$ cat src/rtl/pipe_seq_ctrl_if.sv
// pipe_seq_ctrl_if: bundles the decode/execute hazard inputs and the
// pipeline control outputs of pipe_seq_ctrl.
//   master : pipeline side (drives decode/execute info, receives controls)
//   slave  : pipe_seq_ctrl side
// Optional macro HAZ_STATS_EN adds the stall_cnt / flush_cnt statistics.
interface pipe_seq_ctrl_if;
  logic [15:0] id_ir;
  logic [2:0]  id_src1;
  logic [2:0]  id_src2;
  logic        id_use1;
  logic        id_use2;
  logic        ex_load;
  logic [2:0]  ex_dest;
  logic        br_taken;

  logic        hold_pc;
  logic        hold_ifid;
  logic        flush_ifid;
  logic        flush_idex;
  logic        mult_active;
  logic        first_multiple;
  logic        mult_last;
  logic [2:0]  mult_reg;

`ifdef HAZ_STATS_EN
  logic [15:0] stall_cnt;
  logic [15:0] flush_cnt;

  modport master (
    output id_ir, id_src1, id_src2, id_use1, id_use2, ex_load, ex_dest, br_taken,
    input  hold_pc, hold_ifid, flush_ifid, flush_idex,
    input  mult_active, first_multiple, mult_last, mult_reg,
    input  stall_cnt, flush_cnt
  );
  modport slave (
    input  id_ir, id_src1, id_src2, id_use1, id_use2, ex_load, ex_dest, br_taken,
    output hold_pc, hold_ifid, flush_ifid, flush_idex,
    output mult_active, first_multiple, mult_last, mult_reg,
    output stall_cnt, flush_cnt
  );
`else
  modport master (
    output id_ir, id_src1, id_src2, id_use1, id_use2, ex_load, ex_dest, br_taken,
    input  hold_pc, hold_ifid, flush_ifid, flush_idex,
    input  mult_active, first_multiple, mult_last, mult_reg
  );
  modport slave (
    input  id_ir, id_src1, id_src2, id_use1, id_use2, ex_load, ex_dest, br_taken,
    output hold_pc, hold_ifid, flush_ifid, flush_idex,
    output mult_active, first_multiple, mult_last, mult_reg
  );
`endif
endinterface

$ cat src/rtl/pipe_seq_ctrl.sv
// pipe_seq_ctrl: pipeline hazard controller. Resolves taken branches
// (flush), load-use hazards (stall one cycle) and sequences LM/SM
// multi-register instructions into one micro-op per listed register.
// Ports:
//   clk    : clock, rising edge
//   reset  : synchronous, active-high
//   bus    : pipe_seq_ctrl_if.slave (decode/execute inputs, control outputs)
// Optional macro HAZ_STATS_EN adds saturating stall_cnt / flush_cnt.
//
// state | meaning
// IDLE  | no multi-register sequence in progress; decode inspected directly
// MULTI | LM/SM in progress; remaining registers held in mask
module pipe_seq_ctrl (
  input logic         clk,
  input logic         reset,
  pipe_seq_ctrl_if.slave bus
);
  localparam logic [0:0] IDLE  = 1'b0;
  localparam logic [0:0] MULTI = 1'b1;
  localparam logic [3:0] OP_LM = 4'b0110;
  localparam logic [3:0] OP_SM = 4'b0111;

  logic [0:0] state, stateNext;
  // Remaining list bits [7:1]; bit 0 can never remain after the first issue.
  logic [6:0] mask, maskNext;

  logic       loadUse, isLmSm, seqActive, lastOp;
  logic [7:0] curList, remList;
  logic [2:0] lowIdx;
  logic       holdPc, holdIfid, flushIfid, flushIdex;
  logic       multActive, firstMultiple, multLast;
  logic [2:0] multReg;
  logic       unusedIrBits;

  assign unusedIrBits = ^bus.id_ir[11:8];

  function automatic logic [2:0] lowestIdx(input logic [7:0] v);
    logic [2:0] idx;
    idx = 3'd0;
    for (int i = 7; i >= 0; i--) begin
      if (v[i]) idx = 3'(i);
    end
    return idx;
  endfunction

  always_comb begin
    loadUse = bus.ex_load &&
              ((bus.id_use1 && (bus.id_src1 == bus.ex_dest)) ||
               (bus.id_use2 && (bus.id_src2 == bus.ex_dest)));
    isLmSm    = (bus.id_ir[15:12] == OP_LM) || (bus.id_ir[15:12] == OP_SM);
    curList   = (state == MULTI) ? {mask, 1'b0} : bus.id_ir[7:0];
    seqActive = (state == MULTI) || (isLmSm && (bus.id_ir[7:0] != 8'd0));
    lowIdx    = lowestIdx(curList);
    remList   = curList & (curList - 8'd1);
    lastOp    = (remList == 8'd0);

    holdPc        = 1'b0;
    holdIfid      = 1'b0;
    flushIfid     = 1'b0;
    flushIdex     = 1'b0;
    multActive    = 1'b0;
    firstMultiple = 1'b0;
    multLast      = 1'b0;
    multReg       = 3'd0;
    stateNext     = state;
    maskNext      = mask;

    if (bus.br_taken) begin
      flushIfid = 1'b1;
      flushIdex = 1'b1;
      stateNext = IDLE;
      maskNext  = 7'd0;
    end else if (loadUse) begin
      // Stall: state and mask frozen so the sequence resumes afterwards.
      holdPc    = 1'b1;
      holdIfid  = 1'b1;
      flushIdex = 1'b1;
    end else if (seqActive) begin
      multActive    = 1'b1;
      firstMultiple = (state == IDLE);
      multLast      = lastOp;
      multReg       = lowIdx;
      holdPc        = !lastOp;
      holdIfid      = !lastOp;
      maskNext      = remList[7:1];
      stateNext     = lastOp ? IDLE : MULTI;
    end
  end

  always_ff @(posedge clk) begin
    if (reset) begin
      state <= IDLE;
      mask  <= 7'd0;
    end else begin
      state <= stateNext;
      mask  <= maskNext;
    end
  end

  assign bus.hold_pc        = holdPc;
  assign bus.hold_ifid      = holdIfid;
  assign bus.flush_ifid     = flushIfid;
  assign bus.flush_idex     = flushIdex;
  assign bus.mult_active    = multActive;
  assign bus.first_multiple = firstMultiple;
  assign bus.mult_last      = multLast;
  assign bus.mult_reg       = multReg;

`ifdef HAZ_STATS_EN
  logic [15:0] stallCnt, flushCnt;

  always_ff @(posedge clk) begin
    if (reset) begin
      stallCnt <= 16'd0;
      flushCnt <= 16'd0;
    end else begin
      if (holdPc && (stallCnt != 16'hFFFF)) stallCnt <= stallCnt + 16'd1;
      if (flushIfid && (flushCnt != 16'hFFFF)) flushCnt <= flushCnt + 16'd1;
    end
  end

  assign bus.stall_cnt = stallCnt;
  assign bus.flush_cnt = flushCnt;
`endif
endmodule

$ cat src/flat_wrapper.sv
// flat-port wrapper written by rule: the top's interface ports become plain ports
module pipe_seq_ctrl_flat 
  (clk, reset, bus_id_ir, bus_id_src1, bus_id_src2, bus_id_use1, bus_id_use2, bus_ex_load, bus_ex_dest, bus_br_taken, bus_hold_pc, bus_hold_ifid, bus_flush_ifid, bus_flush_idex, bus_mult_active, bus_first_multiple, bus_mult_last, bus_mult_reg);
  pipe_seq_ctrl_if bus_i ();
  input logic clk;
  input logic reset;
  input wire logic [$bits(bus_i.id_ir)-1:0] bus_id_ir;
  input wire logic [$bits(bus_i.id_src1)-1:0] bus_id_src1;
  input wire logic [$bits(bus_i.id_src2)-1:0] bus_id_src2;
  input wire logic [$bits(bus_i.id_use1)-1:0] bus_id_use1;
  input wire logic [$bits(bus_i.id_use2)-1:0] bus_id_use2;
  input wire logic [$bits(bus_i.ex_load)-1:0] bus_ex_load;
  input wire logic [$bits(bus_i.ex_dest)-1:0] bus_ex_dest;
  input wire logic [$bits(bus_i.br_taken)-1:0] bus_br_taken;
  output wire logic [$bits(bus_i.hold_pc)-1:0] bus_hold_pc;
  output wire logic [$bits(bus_i.hold_ifid)-1:0] bus_hold_ifid;
  output wire logic [$bits(bus_i.flush_ifid)-1:0] bus_flush_ifid;
  output wire logic [$bits(bus_i.flush_idex)-1:0] bus_flush_idex;
  output wire logic [$bits(bus_i.mult_active)-1:0] bus_mult_active;
  output wire logic [$bits(bus_i.first_multiple)-1:0] bus_first_multiple;
  output wire logic [$bits(bus_i.mult_last)-1:0] bus_mult_last;
  output wire logic [$bits(bus_i.mult_reg)-1:0] bus_mult_reg;
  assign bus_i.id_ir = bus_id_ir;
  assign bus_i.id_src1 = bus_id_src1;
  assign bus_i.id_src2 = bus_id_src2;
  assign bus_i.id_use1 = bus_id_use1;
  assign bus_i.id_use2 = bus_id_use2;
  assign bus_i.ex_load = bus_ex_load;
  assign bus_i.ex_dest = bus_ex_dest;
  assign bus_i.br_taken = bus_br_taken;
  assign bus_hold_pc = bus_i.hold_pc;
  assign bus_hold_ifid = bus_i.hold_ifid;
  assign bus_flush_ifid = bus_i.flush_ifid;
  assign bus_flush_idex = bus_i.flush_idex;
  assign bus_mult_active = bus_i.mult_active;
  assign bus_first_multiple = bus_i.first_multiple;
  assign bus_mult_last = bus_i.mult_last;
  assign bus_mult_reg = bus_i.mult_reg;
  pipe_seq_ctrl u_core (.clk(clk), .reset(reset), .bus(bus_i));
endmodule
$ cat config.mk
export PLATFORM = sky130hd
export DESIGN_NAME = pipe_seq_ctrl_flat
export DESIGN_NICKNAME = d
export VERILOG_FILES = /design/src/rtl/pipe_seq_ctrl_if.sv /design/src/rtl/pipe_seq_ctrl.sv /design/src/flat_wrapper.sv
export SDC_FILE = /design/constraint.sdc
export NUM_CORES = 1
export LEC_CHECK = 0
export BUFFER_PORTS_ARGS = -buffer_cell sky130_fd_sc_hd__buf_4
export CAP_MARGIN = 20
export CORE_MARGIN = 2
export CORE_UTILIZATION = 45
export DETAILED_ROUTE_END_ITERATION = 16
export GPL_TIMING_DRIVEN = 0
export PLACE_DENSITY = 0.78
export REMOVE_ABC_BUFFERS = 1
export SLEW_MARGIN = 30
export SYNTH_ARGS = -nofsm -noshare
export SYNTH_HDL_FRONTEND = slang
export SYNTH_SLANG_ARGS = --single-unit
export TNS_END_PERCENT = 100
$ cat constraint.sdc
create_clock -name clk -period 2.4 [get_ports clk]
set_clock_uncertainty 0.05 [all_clocks]
set_input_delay 0.36 -clock clk [delete_from_list [all_inputs] [get_ports clk]]
set_output_delay 0.36 -clock clk [all_outputs]
set_load 0.02 [all_outputs]
==> results.json, run 1 <==
{
  "unrepaired_setup_endpoints_after_global_routing": "yes",
  "synthMostInstantiatedCell": "a21oi_1",
  "drt_iter0_drc": 50,
  "die_w_um": 47.26,
  "routed_via_density": 5.802,
  "port-buffer-count": 35,
  "finalSetupViolCount": 5,
  "mappedNetlistArea_um2": 842.1,
  "final_layout_size_suffix_gt1_frac": 0.4713,
  "fp-row-count": 15,
  "number_of_enable_flip_flop_cells_after_synthesis": 0,
  "route.top_layer_used": "met4",
  "ff_latch_area_um2": 163.9,
  "end_kind": "primary output",
  "timing.rr.end": "u_core.state",
  "cts_max_path_buffers": 2,
  "cts_tree": "done",
  "static-leakage-power_nw": 0.5451,
  "nFillCells": 118,
  "synth.cells.most_frequent": "a21oi_1, o21ai_0, dfxtp_1",
  "postCtsHoldBufs": 0,
  "ctsRootBufferMaster": "clkbuf_4",
  "clkSlewWorstSetupHoldPaths_ns": 0.05,
  "floorplan.die_area_um2": 2233,
  "crit_end": "bus_hold_ifid",
  "violated_checks": "negative setup slack",
  "antenna_violating_nets_post_route": 0,
  "design.core.area_um2": 1745,
  "grt_first_pass_wirelength_um": 4450,
  "remaining_drc_errors": 0,
  "post_layout_worst_setup_margin_ns": -0.1269,
  "cts-buffers-inserted": 3,
  "run_status": "finished with violations",
  "num_io_pins": 41,
  "synth_seq_cells": 8,
  "worst_r2r_startpoint": "u_core.state",
  "synth_flop_cell": "dfxtp_1",
  "routed-wl-met2_um": 1488,
  "synth.yosys.warnings": 0,
  "multiInputGateArea_um2": 694.4,
  "timing_max_transition_violations_final": 0,
  "worst-endpoint-required_ns": 1.99,
  "post-route-min-period_ns": 2.527,
  "setup-tns-final_ns": -0.4515,
  "netlist-cell-type-count": 41,
  "vias": 1056,
  "synth_area_leader_cell": "dfxtp_1",
  "antenna_found_initial": 0,
  "initial_core_util": 0.4824,
  "timing.reg2reg.worst_path_depth": 8,
  "worstPathMaxFanout": 6,
  "synth.yosys.seq_area_share": 0.1902,
  "fmaxAchievable_ghz": 0.3957,
  "hpwlAfterDp_um": 1809,
  "layout-area-overhead-vs-synth_pct": 58.69,
  "rd_place_congestion": 0.9289,
  "drt_wirelength_um": 2843,
  "post_synthesis_area_per_instance_um2": 7.586,
  "wire_length_per_cell_after_detailed_routing_um": 15.62,
  "max_cap_viol_count": 0,
  "grt_max_degree": 13,
  "placement.setup.worst_slack_ns": -0.3826,
  "m1WireLength_um": 1084,
  "global_route.usage.total": 0.2911,
  "clk_latency_ns": 0.26,
  "worstSetupPathType": "flip-flop to primary output",
  "max_slew.worst_pin.slew_ns": 0.4054,
  "design.final.nets": 190,
  "cts-htree-levels": 1,
  "min_path_type": "input pin to flip-flop",
  "hold_viol_final": 0,
  "firstDrtPassIters": 4,
  "ratio_of_total_power_to_cell_area_nw_per_um2": 310.5,
  "max_slew_margin": 0.7227,
  "critPathLaunchType": "flip-flop",
  "via_count_of_the_first_global_routing_pass": 1019,
  "clock_net_sink_count": 8,
  "share_of_synthesized_registers_carrying_an_async_set_or_reset": 0,
  "timing.reg2reg.setup_slack_ns": 0.37,
  "final_antenna_diode_count": 0,
  "floorplan.die.height_um": 47.26,
  "met3_wirelength_um": 170,
  "synth_top_area_frac": 0.1902,
  "critical_path_arrival_ns": 2.12,
  "final_cycle_utilization_of_the_critical_path": 1.053,
  "synth_cells": 111,
  "vdd_drop_max_uv": 228.1,
  "largest_cells_by_area_after_synthesis": "dfxtp_1, a21oi_1, xnor2_1",
  "crit_startpoint": "u_core.state",
  "global_route.overflow_total": 0
}
==> critical path: stages, from the launching register on <==
cell      delay (ns)
dfxtp_4         0.40
buf_6           0.11
or3b_4          0.37
a22oi_2         0.23
a21oi_2         0.10
a311oi_2        0.27
buf_4           0.18
o22ai_4         0.07
buf_6           0.14
==> layer usage <==
| metal | vias to the layer above | GRT usage |
|---|---|---|
| met4 | 0 | 0.2111 |
| met3 | 10 | 0.03846 |
| met5 | - | 0 |
| met1 | 482 | 0.3310 |
| li1 | 510 | - |
| met2 | 54 | 0.4919 |
==> how the worst min path moves through the flow <==
stage	startpoint	end	slack, ns	depth (start not counted)
6_report	bus_ex_load	u_core.state	0.41	3
3_5_place_dp	u_core.mask[4]	u_core.mask[4]	0.42	2
2_1_floorplan	u_core.mask[4]	u_core.mask[4]	0.40	2
5_1_grt	bus_ex_load	u_core.state	0.45	3
3_3_place_gp	u_core.mask[4]	u_core.mask[4]	0.42	2
4_1_cts	u_core.mask[4]	u_core.mask[4]	0.42	2
==> sequential cells by signal, indices dropped and copies added, names as in the netlist <==
name          count
u_core.state      1
u_core.mask       7
==> cell families after synthesis <==
logic type	count (synthesis)	synth area share
buffers and inverters	12	0.07725
and+or+nand+nor	45	0.3299
AOI/OAI and AO/OA	36	0.2808
DFF	8	0.1902
muxes	4	0.05944
xor gates and xnor gates	6	0.06241
==> area by class of cell <==
cell class / count / area share
Multi-Input combinational cell: 91 / 0.5197
Timing Repair Buffer: 52 / 0.3090
Sequential cell: 8 / 0.1227
Tap cell: 25 / 0.02341
Clock buffer: 3 / 0.01685
Inverter: 3 / 0.008427
==> per-stage QoR <==
step	total power [mW]	hold WS (ns)	instances	instance area, um2	utilization
after detailed placement	0.2732	0.4187	162	1082	0.6201
after global placement	0.2709	0.4192	162	1082	0.6201
after floorplan	0.2089	0.3998	102	788.3	-
after global routing	0.4321	0.4464	182	1336	0.7656
after CTS	0.3907	0.4241	176	1230	0.7047
final	0.4149	0.4088	182	1336	0.7656
==> cells in the final DEF, fill, tap and decap left out, types with 2 or more instances in the layout <==
cell type / n
dfxtp_1: 7
a21oi_1: 11
nand2b_1: 4
nand4_1: 2
clkbuf_4: 3
xnor2_1: 6
and3b_1: 2
mux2_4: 2
and4_1: 2
nor2_1: 6
nor4_1: 3
a2111oi_0: 3
inv_1: 3
buf_4: 47
nor3b_1: 2
buf_6: 4
or3_4: 2
nor3b_4: 2
o31ai_1: 2
o21ai_0: 9
nand2_1: 6
nand3_1: 4
nor3b_2: 2
or2_1: 2
==> what timing repair did <==
item	in CTS	in global routing
endpoints found under the hold margin	0	0
cloned	0	0
gates resized for setup	12	13
pin swaps	7	6
endpoints found under the setup margin	7	6
setup buffers	11	6
==> where the power goes <==
part	internal [mW]	switching (mW)	leakage, nW
registers	0.134	0.00320	0.0654
clock network	0.0575	0.0498	0.0138
logic	0.0875	0.0825	0.466
(Power assumes the default switching activity.)
==> run 2, diff against run 1 <==
--- a/config.mk
+++ b/config.mk
@@ -7,11 +7,13 @@
 export LEC_CHECK = 0
 export BUFFER_PORTS_ARGS = -buffer_cell sky130_fd_sc_hd__buf_4
 export CAP_MARGIN = 20
+export CELL_PAD_IN_SITES_DETAIL_PLACEMENT = 0
+export CELL_PAD_IN_SITES_GLOBAL_PLACEMENT = 1
 export CORE_MARGIN = 2
-export CORE_UTILIZATION = 45
+export CORE_UTILIZATION = 31
 export DETAILED_ROUTE_END_ITERATION = 16
 export GPL_TIMING_DRIVEN = 0
-export PLACE_DENSITY = 0.78
+export PLACE_DENSITY = 0.75
 export REMOVE_ABC_BUFFERS = 1
 export SLEW_MARGIN = 30
 export SYNTH_ARGS = -nofsm -noshare
==> results.json, run 2 (synthesis results as in run 1) <==
{
  "run_status": "finished with violations",
  "violated_checks": "negative setup slack",
  "vias": 1002,
  "via_count_of_the_first_global_routing_pass": 913,
  "clock_network_fraction_of_design_power": 0.260,
  "grt_first_pass_wirelength_um": 4195,
  "wire_length_per_cell_after_detailed_routing_um": 14.66,
  "remaining_drc_errors": 0,
  "max_slew_margin": 0.7046,
  "ctsRootBufferMaster": "clkbuf_4",
  "die_w_um": 56.12,
  "fmaxAchievable_ghz": 0.3910,
  "critical_path_arrival_ns": 2.15,
  "rd_place_congestion": 0.8230,
  "switching_share_of_power": 0.3123,
  "cts_tree": "done",
  "final_cycle_utilization_of_the_critical_path": 1.066,
  "min_path_type": "flip-flop to flip-flop",
  "final_layout_size_suffix_gt1_frac": 0.4041,
  "largest_registers": "u_core.mask (7), u_core.state (1)",
  "post-layout-total-power_uw": 386.5,
  "timing_max_transition_violations_final": 0,
  "grt_max_degree": 13,
  "static-leakage-power_nw": 0.4718,
  "share_comb_of_total_power": 0.383,
  "nFillCells": 256,
  "total_switching_power_uw": 120.7,
  "vdd_drop_max_uv": 150.0,
  "worst_hold_depth": 2,
  "finalSetupViolCount": 4,
  "postCtsHoldBufs": 0,
  "power_report.internal_total_uw": 265.8,
  "layout-area-overhead-vs-synth_pct": 42.94,
  "num_io_pins": 41,
  "critPathLaunchType": "flip-flop",
  "worst-endpoint-required_ns": 1.99,
  "clkSlewWorstSetupHoldPaths_ns": 0.05,
  "design.core.area_um2": 2522,
  "port-buffer-count": 35,
  "final_core_util": 0.4772,
  "timing.reg2reg.worst_path_depth": 5,
  "cts_max_path_buffers": 2,
  "drt_iter0_drc": 27,
  "largest_reg_flops": 7,
  "hold_viol_final": 0,
  "clk_latency_ns": 0.25,
  "unrepaired_setup_endpoints_after_global_routing": "yes",
  "global_route.usage.total": 0.1628,
  "ratio_of_total_power_to_cell_area_nw_per_um2": 321.1,
  "final_antenna_diode_count": 0,
  "registers.top_by_ff_count": "u_core.mask",
  "design.final.nets": 179,
  "drt_wirelength_um": 2580,
  "end_kind": "primary output",
  "hpwlAfterDp_um": 1844,
  "worstPathMaxFanout": 7,
  "post_layout_worst_setup_margin_ns": -0.1573,
  "post-route-min-period_ns": 2.557,
  "p_seq_frac": 0.356,
  "global_route.overflow_total": 0,
  "cts-htree-levels": 1,
  "clock_net_sink_count": 8,
  "antenna_violating_nets_post_route": 0,
  "mostFrequentLayoutCell": "buf_4",
  "floorplan.die.height_um": 56.12,
  "fp-row-count": 18,
  "floorplan.die_area_um2": 3149,
  "max_cap_viol_count": 0,
  "max_slew.worst_pin.slew_ns": 0.4420,
  "routed_via_density": 5.693,
  "cts-buffers-inserted": 3,
  "worstSetupPathType": "flip-flop to primary output",
  "final_cell_mix": "buf_4, a21oi_1, o21ai_0",
  "initial_core_util": 0.3338,
  "firstDrtPassIters": 4,
  "antenna_found_initial": 0
}
==> run 2: through the flow <==
step | instance area [um2] | setup slack, ns | setup TNS [ns] | hold WS [ns] | cells
4_1_cts | 1162 | -0.1145 | -0.2592 | 0.4417 | 173
3_3_place_gp | 1089 | -0.5468 | -2.464 | 0.4267 | 167
2_1_floorplan | 788.3 | -0.5025 | -1.265 | 0.3998 | 102
6_report | 1204 | -0.1573 | -0.5096 | 0.4381 | 176
5_1_grt | 1204 | -0.2146 | -0.9390 | 0.4616 | 176
3_5_place_dp | 1089 | -0.5329 | -2.481 | 0.4347 | 167
==> run 2: final timing paths <==
kind,slack (ns),start,endpoint
min reg2reg,0.44,u_core.mask[0],u_core.mask[0]
max reg2reg,0.52,u_core.state,u_core.state
min,0.44,u_core.mask[0],u_core.mask[0]
max,-0.16,u_core.state,bus_mult_last
==> run 2: worst max-delay path: stages, from the launching register on <==
cell      delay [ns]
dfxtp_4         0.41
mux2_4          0.35
nor3b_4         0.25
nand3_1         0.13
a311oi_2        0.36
nor3b_2         0.22
buf_4           0.16
==> run 2: layout make-up <==
cell class / count / area, um2 / share of cell area
sequential: 8 / 163.9 / 0.1362
inverter: 3 / 11.26 / 0.009356
tap: 30 / 37.54 / 0.03119
clock buffer: 3 / 22.52 / 0.01871
multi-input combinational: 91 / 656.9 / 0.5457
timing repair buffer: 41 / 311.5 / 0.2588
==> run 2: power groups by stage <==
stage          Clock (mW)  Sequential (mW)  Combinational [mW]
2_1_floorplan           0            0.141              0.0677
3_3_place_gp            0            0.142               0.131
3_5_place_dp            0            0.143               0.131
4_1_cts             0.102            0.138               0.141
5_1_grt             0.109            0.138               0.161
6_report            0.101            0.138               0.148
==> run 2: metal layers <==
| metal | share of wire | GRT usage | vias up |
|---|---|---|---|
| met5 | 0 | 0 | - |
| met4 | 0.015 | 0.06122 | 0 |
| met3 | 0.070 | 0.01628 | 5 |
| met2 | 0.47 | 0.2706 | 48 |
| met1 | 0.44 | 0.2156 | 459 |
| li1 | - | - | 490 |
==> run 2: what timing repair did <==
item,in CTS,in global routing
pin swaps,1,6
setup buffers,3,3
gates cloned,0,0
endpoints found under the hold margin,0,0
setup endpoints to repair,8,6
resized for setup,9,7
